## src/rtl/melody_sequencer.sv

```systemverilog
// Programmable (note, duration) melody table with a playback FSM that drives the
// note-select and enable inputs of the SPI sine-DAC player; lengths count in DIV-cycle ticks.
module melody_sequencer #(
  parameter  int unsigned CLK_FREQ  = 100000000,
  parameter  int unsigned TICK_HZ   = 1000,
  parameter  int unsigned DEPTH     = 32,
  parameter  int unsigned GAP_TICKS = 10,
  localparam int unsigned DIV       = CLK_FREQ / TICK_HZ,
  localparam int unsigned AW        = $clog2(DEPTH)
) (
  input  logic          clk,
  input  logic          rst_n,
  input  logic          start,
  input  logic          stop,
  input  logic          loop_en,
  input  logic          wr_en,
  input  logic [AW-1:0] wr_addr,
  input  logic [15:0]   wr_data,
  output logic [5:0]    note_state,
  output logic          button_action,
  output logic          busy,
  output logic          done,
  output logic [AW-1:0] cur_index
);

  localparam int unsigned   PW      = (DIV > 1) ? $clog2(DIV) : 1;
  localparam logic [PW-1:0] PSC_MAX = PW'(DIV - 1);
  localparam logic [9:0]    GAP_LEN = 10'(GAP_TICKS);
  localparam logic [AW-1:0] IDX_MAX = AW'(DEPTH - 1);

  typedef enum logic [2:0] {
    S_IDLE,
    S_FETCH,
    S_LOAD,
    S_PLAY,
    S_GAP,
    S_DONE
  } state_t;

  state_t        state_q;
  logic [15:0]   table_q [DEPTH];
  logic [15:0]   rd_q;
  logic [5:0]    note_q;
  logic          act_q;
  logic          busy_q;
  logic          done_q;
  logic [AW-1:0] idx_q;
  logic [PW-1:0] psc_q;
  logic [9:0]    dur_q;
  logic          armed_q;

  logic          tick_d;
  logic          seg_end_d;
  logic          loop_d;

  always_comb begin
    tick_d    = (psc_q == PSC_MAX);
    seg_end_d = tick_d && (dur_q == 10'd1);
    // A terminator at entry 0 must never loop, otherwise FETCH/LOAD would spin forever.
    loop_d    = loop_en && (idx_q != '0);
  end

  always_ff @(posedge clk) begin
    if (wr_en && (state_q == S_IDLE)) begin
      table_q[wr_addr] <= wr_data;
    end
    if (state_q == S_FETCH) begin
      rd_q <= table_q[idx_q];
    end
  end

  always_ff @(posedge clk) begin
    if (!rst_n) begin
      state_q <= S_IDLE;
      note_q  <= '0;
      act_q   <= 1'b0;
      busy_q  <= 1'b0;
      done_q  <= 1'b0;
      idx_q   <= '0;
      psc_q   <= '0;
      dur_q   <= '0;
      armed_q <= 1'b0;
    end else begin
      if (!start) begin
        armed_q <= 1'b1;
      end
      done_q <= 1'b0;

      if (stop && (state_q != S_IDLE)) begin
        state_q <= S_IDLE;
        note_q  <= '0;
        act_q   <= 1'b0;
        busy_q  <= 1'b0;
        idx_q   <= '0;
        psc_q   <= '0;
        dur_q   <= '0;
      end else begin
        case (state_q)
          S_IDLE: begin
            if (start && !stop && armed_q) begin
              state_q <= S_FETCH;
              idx_q   <= '0;
              busy_q  <= 1'b1;
              armed_q <= 1'b0;
            end
          end

          S_FETCH: begin
            state_q <= S_LOAD;
          end

          S_LOAD: begin
            if (rd_q[9:0] == 10'd0) begin
              if (loop_d) begin
                idx_q   <= '0;
                state_q <= S_FETCH;
              end else begin
                state_q <= S_DONE;
                done_q  <= 1'b1;
                note_q  <= '0;
                act_q   <= 1'b0;
              end
            end else begin
              note_q  <= rd_q[15:10];
              act_q   <= (rd_q[15:10] != 6'd0);
              dur_q   <= rd_q[9:0];
              psc_q   <= '0;
              state_q <= S_PLAY;
            end
          end

          S_PLAY, S_GAP: begin
            psc_q <= tick_d ? '0 : psc_q + 1'b1;
            if (tick_d) begin
              dur_q <= dur_q - 10'd1;
            end
            if (seg_end_d) begin
              act_q <= 1'b0;
              if ((state_q == S_PLAY) && (GAP_TICKS != 0)) begin
                state_q <= S_GAP;
                dur_q   <= GAP_LEN;
              end else if (idx_q != IDX_MAX) begin
                idx_q   <= idx_q + 1'b1;
                state_q <= S_FETCH;
              end else if (loop_d) begin
                idx_q   <= '0;
                state_q <= S_FETCH;
              end else begin
                state_q <= S_DONE;
                done_q  <= 1'b1;
                note_q  <= '0;
              end
            end
          end

          S_DONE: begin
            state_q <= S_IDLE;
            busy_q  <= 1'b0;
          end

          default: begin
            state_q <= S_IDLE;
            busy_q  <= 1'b0;
            act_q   <= 1'b0;
          end
        endcase
      end
    end
  end

  assign note_state    = note_q;
  assign button_action = act_q;
  assign busy          = busy_q;
  assign done          = done_q;
  assign cur_index     = idx_q;

endmodule

```

## config.mk

```make
export PLATFORM = sky130hd
export DESIGN_NAME = melody_sequencer
export DESIGN_NICKNAME = d
export VERILOG_FILES = /design/src/rtl/melody_sequencer.sv
export SDC_FILE = /design/constraint.sdc
export NUM_CORES = 1
export LEC_CHECK = 0
export CAP_MARGIN = 20
export CELL_PAD_IN_SITES_DETAIL_PLACEMENT = 1
export CELL_PAD_IN_SITES_GLOBAL_PLACEMENT = 1
export CORE_AREA = 2 2 218 306
export CTS_CLUSTER_DIAMETER = 120
export DETAILED_ROUTE_END_ITERATION = 8
export DIE_AREA = 0 0 220 308
export PLACE_DENSITY = 0.66
export SLEW_MARGIN = 20
export SYNTH_ARGS = -nofsm -noshare
export SYNTH_HDL_FRONTEND = slang
export SYNTH_SLANG_ARGS = --single-unit
```

## constraint.sdc

```tcl
create_clock -name clk -period 3.7 [get_ports clk]
set_input_delay 0.37 -clock clk [delete_from_list [all_inputs] [get_ports clk]]
set_output_delay 0.37 -clock clk [all_outputs]
set_load 0.03 [all_outputs]
```

==> results of run 1 <==
## layout make-up
cell class	count	area, µm²	share of cell area, %
Sequential cell	573	16770	64.29
Multi-Input combinational cell	471	5665	21.72
Clock buffer	63	1428	5.474
Tap cell	847	1060	4.064
Timing Repair Buffer	91	773.2	2.965
Clock inverter	33	352.8	1.353
Inverter	9	33.78	0.1295
## flip-flops by register name, indices dropped and copies added (netlist names)
signal,cells
armed_q,1
busy,1
button_action,1
cur_index,5
done,1
dur_q,10
note_state,6
psc_q,17
rd_q,16
state_q,3
table_q,512
## per-stage QoR
step           std cells  instance area [µm²]  power [mW]
3_5_place_dp        1991                24360       8.440
3_3_place_gp        1991                24360       8.396
2_1_floorplan       1105                22630       8.002
4_1_cts             2087                26140       14.01
6_report            2087                26080       13.86
5_1_grt             2087                26080       14.32
## layer usage
| layer | track usage, % | vias to the layer above | share of wire [%] | routed length (µm) |
|---|---|---|---|---|
| met1 | 21.03 | 6018 | 41 | 22030 |
| met2 | 28.25 | 285 | 52 | 27870 |
| met4 | 4.963 | 0 | 2.7 | 1466 |
| li1 | - | 4799 | - | - |
| met5 | 0 | - | 0 | 0 |
| met3 | 2.347 | 87 | 4.4 | 2351 |
## cells in the final DEF, fill, tap and decap left out, types with 5 or more instances in the layout
cell             Yosys  routed
clkinvlp_4           0       5
clkinv_1             0      12
nand4_1              5       5
dfxtp_1             45      41
a21oi_1             19      19
bufinv_16            0       6
nand2_1             28      28
mux4_2             160     160
nor2_2               0      32
clkbuf_16            0      56
inv_1                9       9
nand3b_1             5       5
nor3_1              14      14
buf_2               11      12
mux2_2              17      17
buf_4                0      47
edfxtp_1           528     528
xnor2_1              8       8
nand3_1             13      13
clkdlybuf4s50_1      0      28
a31oi_1              5       5
clkbuf_1            30       7
o21ai_0             19      19
clkinv_2             0       7
ha_1                 6       6
nor2_1              75      43
a22o_1               7       7
## final timing paths
check / from / endpoint / slack [ns] / cells after the start
worst max-delay path: state_q[2]$_SDFFE_PP0P_ / note_state[2]$_SDFFE_PP0P_ / 0.84 / 6
worst min-delay path: wr_data[13] / table_q[7][13]$_DFFE_PP_ / 0.28 / 1
worst max register to register: state_q[2]$_SDFFE_PP0P_ / note_state[2]$_SDFFE_PP0P_ / 0.84 / 6
worst min register to register: psc_q[4]$_SDFFE_PP0P_ / psc_q[4]$_SDFFE_PP0P_ / 0.50 / 1
## worst register-to-register path, stage by stage (launching register included)
cell      delay (ns)
dfxtp_1         0.66
or3b_2          0.57
o21ai_2         0.34
o31a_1          0.32
a211oi_1        0.10
nor3_1          0.57
a22o_1          0.23
## cell families (layout without fill, tap and decap cells)
logic type	count (synthesis)	after routing
AO/OA/AOI/OAI	95	95
XOR/XNOR	12	12
adder cells (fa/ha/maj)	6	6
buffers and inverters	61	196
flip-flops	573	573
multiplexers	177	177
AND/OR/NAND/NOR	181	181
## power by group through the flow
| stage | registers [mW] | logic, mW | clock network, mW |
|---|---|---|---|
| 6_report | 7.39 | 0.892 | 5.58 |
| 5_1_grt | 7.41 | 0.976 | 5.93 |
| 4_1_cts | 7.40 | 0.908 | 5.71 |
| 3_5_place_dp | 7.53 | 0.905 | 0 |
| 3_3_place_gp | 7.52 | 0.877 | 0 |
| 2_1_floorplan | 7.51 | 0.496 | 0 |
==> flow_summary_export.csv, run 1 <==
group,metric,value,unit
finish,num_antenna_cells,0,
floorplanning,rows,111,
setup_path,arrival,3.39,ns
setup_path,cp-start-kind,"register",
floorplanning,initial_core_util,34.82,%
floorplanning,io_pins,41,
sta,clock.fmax,349.6,MHz
route,routed_wl,53720,µm
sta,fin_crit_sh,77.30,%
synth,synthCells,1105,
synth,synth_xor_area_share,0.4644,%
clocking,ctsLongestPathBuffers,3,
pwr,netSwitchingFraction,22.57,%
sta,holdWs,0.2818,ns
synth,yosysMostFrequentCell,"edfxtp_1",
pwr,p_leak,7.810,nW
grt,grt_max_degree,74,
route,viasPerCell,5.361,
pwr,p_comb_share,6.4,%
synth,synthSimpleGateAreaFrac,4.207,%
setup_path,path_class,"reg -> reg",
synth,ys.flop_type,"edfxtp_1",
grt,gr-total-overflow,0,
route,wl_per_cell,25.74,µm
synth,syn_area_per_cell,20.48,µm²
floorplanning,fp.coreArea,65000,µm²
clocking,cts_tree,"done",
setup_path,max_stage_delay,0.66,ns
synth,yosysTopAreaCell,"edfxtp_1",
clocking,cts_sinks,573,
synth,syn_area,22630,µm²
synth,synth_top_family_by_area,"multiplexers",
pwr,switchingPower,3.130,mW
clocking,cts_root_buffer,"clkbuf_16",
synth,ys_types,68,
sta,min_period,2.860,ns
setup_path,crit_path_end_kind,"register",
placement,pre_cts_ws,0.8774,ns
synth,muxShareOfSynthArea,16.77,%
sta,finalSetupTns,0,ns
synth,synth_edf_count,528,
synth,synth-seq-area-share,74.04,%
grt,grt_pass1_vias,12130,
clocking,hold_buffers,0,
synth,synth-warning-count,0,
clocking,path_clk_slew,0.06,ns
route,drt_iter0_markers,841,
sta,finalHoldViolCount,0,
setup_path,path_delay_family,"simple AND/OR/NAND/NOR gates",
floorplanning,die_area,67760,µm²
synth,synth.area.top_cells,"edfxtp_1, mux4_2, dfxtp_1, nor2_1, mux2_2",
synth,ys_seq_elements,573,
route,drtPass1Iterations,4,
pwr,clockPowerShare,40.3,%
flow_run,drv_cap,0,
synth,synth_common_cells,"edfxtp_1, mux4_2, nor2_1",
sta,rsz0062_at_grt,"no",
sta,worst-slew-pin-transition,1.039,ns
setup_path,path_buf_inv,0,
setup_path,worstPathCellList,"or3b_2, o21ai_2, o31a_1, a211oi_1, nor3_1, a22o_1",
route,drtAntennaViolNets,0,
pwr,pwr-share-seq,53.3,%
placement,gp_congestion,0.8391,
floorplanning,die_y,308,µm
clocking,cts_buffers,55,
finish,num-nets-final,1234,
clocking,h-tree-depth,2,
finish,final_core_utilization,40.12,%
setup_path,critPathMaxFanout,17,
clocking,clkLatencyLatePin,0.60,ns
pwr,power_density,531.6,nW/µm²
placement,dp_hpwl,33240,µm
synth,async_reset_ff_share,0,%
clocking,cts_resized,0,
floorplanning,die_width,220,µm
finish,fill_cells,6257,
pwr,vdd_drop_max,345.1,µV
setup_path,slowest_stage,"dfxtp_1",
grt,grt_usage,16.26,%
setup_path,required,4.23,ns
synth,synthAdderAreaFrac,0.3317,%
sta,setup_violations,0,
finish,areaGrowthSynthToFinish,15.23,%
pwr,p_int,10.73,mW
clocking,cts_setup_buffers,0,
synth,synth_compound_area_share,2.886,%
route,drc,0,
placement,io_buffers,40,
synth,syn_nets,1138,
hold_path,hp-class,"in -> reg",
grt,antenna_found_initial,0,
sta,fin_skew,0.01636,ns
grt,grt_pass1_wl,80670,µm
sta,setup_ws,0.8400,ns
synth,yosys.area.top_type_share,70.06,%
sta,drv_slew,0,
route,vias,11190,
status,outcome,"finished, final reports clean",
sta,maxSlewHeadroom,30.54,%
finish,final_layout_size_suffix_gt1_share,29.84,%
Power figures use the tool's default switching activity.
==> inputs of run 2 (changes only) <==
clock period = 2.68 ns   (was 3.7 ns; I/O delays follow)
==> run 2 against run 1 <==
Compared with the run above:
- non-clock buffer count increased by 81
- first-iteration DRC count down 1.2%
- clock skew grew 0.028 ns
- via count increased by 0.97%
- critical path type unchanged
- global-route usage is 0.15 points lower
- fmax is 13% higher
==> flow_summary_export.csv, run 2 (synthesized netlist as in run 1, its figures left out) <==
group,metric,value,unit
route,drtAntennaViolNets,0,
sta,min_period,2.525,ns
finish,areaGrowthSynthToFinish,18.55,%
placement,dp.cells,2072,
setup_path,r2r_end,"cur_index[2]$_SDFFE_PP0P_",
clocking,h-tree-depth,2,
clocking,hold_buffers,0,
setup_path,max_stage_delay,0.57,ns
route,viasPerCell,5.209,
placement,gp_congestion,0.8249,
clocking,cts_buffers,53,
clocking,cts_root_buffer,"clkbuf_16",
sta,fin_crit_sh,94.22,%
clocking,cts_setup_buffers,0,
sta,finalSetupTns,0,ns
flow_run,drv_cap,0,
route,drc,0,
pwr,netSwitchingFraction,22.80,%
pwr,pwr-share-seq,53.2,%
grt,antenna_found_initial,0,
clocking,ctsLongestPathBuffers,3,
sta,finalHoldViolCount,0,
sta,maxSlewHeadroom,32.83,%
setup_path,cp-start-kind,"register",
finish,fin_cells,2169,
hold_path,hp-class,"in -> reg",
floorplanning,die_area,67760,µm²
floorplanning,fp.coreArea,65000,µm²
pwr,power_density,713.0,nW/µm²
sta,rsz0062_at_grt,"no",
setup_path,critPathMaxFanout,21,
grt,grt_usage,16.11,%
status,outcome,"finished, final reports clean",
grt,grt_max_degree,41,
sta,holdWs,0.1523,ns
pwr,p_comb_share,7.3,%
route,vias,11300,
sta,fin_skew,0.04409,ns
grt,grt_pass1_wl,80640,µm
finish,final_layout_size_suffix_gt1_share,33.13,%
placement,io_buffers,40,
route,wl_per_cell,24.60,µm
pwr,vdd_drop_max,514.3,µV
pwr,p_leak,8.241,nW
placement,pre_cts_ws,0.1377,ns
clocking,cts_tree,"done",
finish,num-nets-final,1313,
setup_path,path_class,"reg -> reg",
floorplanning,die_y,308,µm
setup_path,slowest_stage,"dfxtp_4",
hold_path,hp-start,"wr_data[6]",
route,drtPass1Iterations,5,
finish,final_common_cell,"edfxtp_1",
setup_path,arrival,3.01,ns
setup_path,r2r_cells,8,
hold_path,hold_depth,1,
finish,reg.largest.list,"table_q x512, psc_q x17, rd_q x16",
sta,clock.fmax,396.0,MHz
floorplanning,die_width,220,µm
sta,drv_slew,0,
setup_path,reg2reg_from,"cur_index[1]$_SDFFE_PP0P_",
setup_path,crit_path_end_kind,"register",
pwr,p_int,14.77,mW
clocking,clkLatencyLatePin,0.63,ns
grt,grt_pass1_vias,12490,
finish,num_antenna_cells,0,
setup_path,rrSetupSlack,0.15,ns
sta,setup_violations,0,
clocking,cts_resized,0,
sta,worst-slew-pin-transition,1.004,ns
pwr,clockPowerShare,39.5,%
floorplanning,initial_core_util,34.82,%
setup_path,worstPathCellList,"inv_1, ha_1, or4b_1, nand2_1, a2111oi_0, o22ai_1, o21bai_1, a21o_1",
pwr,switchingPower,4.361,mW
placement,dp_hpwl,35210,µm
floorplanning,io_pins,41,
clocking,path_clk_slew,0.06,ns
grt,gr-total-overflow,0,
route,drt_iter0_markers,831,
hold_path,whs_endpoint,"table_q[6][6]$_DFFE_PP_",
finish,largest_reg_flops,512,
finish,top_register,"table_q",
clocking,cts_sinks,573,
route,routed_wl,53360,µm
sta,setup_ws,0.1549,ns
pwr,total_power,19.13,mW
setup_path,required,3.16,ns
floorplanning,rows,111,
finish,final_cell_mix,"edfxtp_1, mux4_2, buf_4",
==> run 2: changes by cell type in the layout (fill, tap and decap cells not counted), sizes merged <==
cell           delta
clkinvlp          -2
inv               +2
clkinv            -1
clkdlybuf4s50    +10
buf              +71
clkbuf            +2
==> run 2: cell type report <==
| cell class | count | area (µm²) |
|---|---|---|
| fill | 6242 | 38170 |
| clock buffer | 65 | 1371 |
| inverter | 9 | 33.78 |
| sequential | 573 | 16770 |
| multi-input combinational | 471 | 5665 |
| timing repair buffer | 172 | 1582 |
| clock inverter | 32 | 351.6 |
| tap | 847 | 1060 |
==> run 2: worst max-delay path by stage <==
stage / start / end / slack [ns] / cells after the start
finish: cur_index[1]$_SDFFE_PP0P_ / cur_index[2]$_SDFFE_PP0P_ / 0.15 / 8
global route: cur_index[1]$_SDFFE_PP0P_ / cur_index[2]$_SDFFE_PP0P_ / 0.009 / 8
CTS: cur_index[1]$_SDFFE_PP0P_ / cur_index[2]$_SDFFE_PP0P_ / 0.13 / 8
detailed placement: cur_index[1]$_SDFFE_PP0P_ / cur_index[2]$_SDFFE_PP0P_ / 0.14 / 8
global placement: cur_index[0]$_SDFFE_PP0P_ / rd_q[2]$_DFFE_PP_ / 0.16 / 5
floorplan: cur_index[0]$_SDFFE_PP0P_ / rd_q[0]$_DFFE_PP_ / -0.1 / 5
==> run 2: worst max-delay path, delay by kind of cell (launching register included) <==
| family | cells | cell delay [ns] |
|---|---|---|
| AO/OA/AOI/OAI | 4 | 1.13 |
| flip-flops | 1 | 0.57 |
| AND/OR/NAND/NOR | 2 | 0.42 |
| adder cells (fa/ha/maj) | 1 | 0.19 |
| buffers and inverters | 1 | 0.12 |
==> run 2: layer usage <==
layer	vias to the layer above	GRT usage (%)	wire, µm
li1	4951	-	-
met1	6063	19.29	21050
met3	77	2.298	1712
met4	0	5.073	1368
met2	207	29.63	29230
met5	-	0	0
==> run 2: metrics by stage <==
stage	area, µm²	util [%]
detailed placement	25120	38.64
floorplan	22660	-
CTS	26840	41.29
finish	26830	41.28
global route	26830	41.28
global placement	25120	38.64
==> run 2: power by group through the flow <==
stage	clock network, mW	registers, mW	logic [mW]
2_1_floorplan	0	10.4	0.684
3_3_place_gp	0	10.4	1.36
3_5_place_dp	0	10.4	1.41
4_1_cts	7.71	10.2	1.41
5_1_grt	8.01	10.2	1.52
6_report	7.55	10.2	1.40
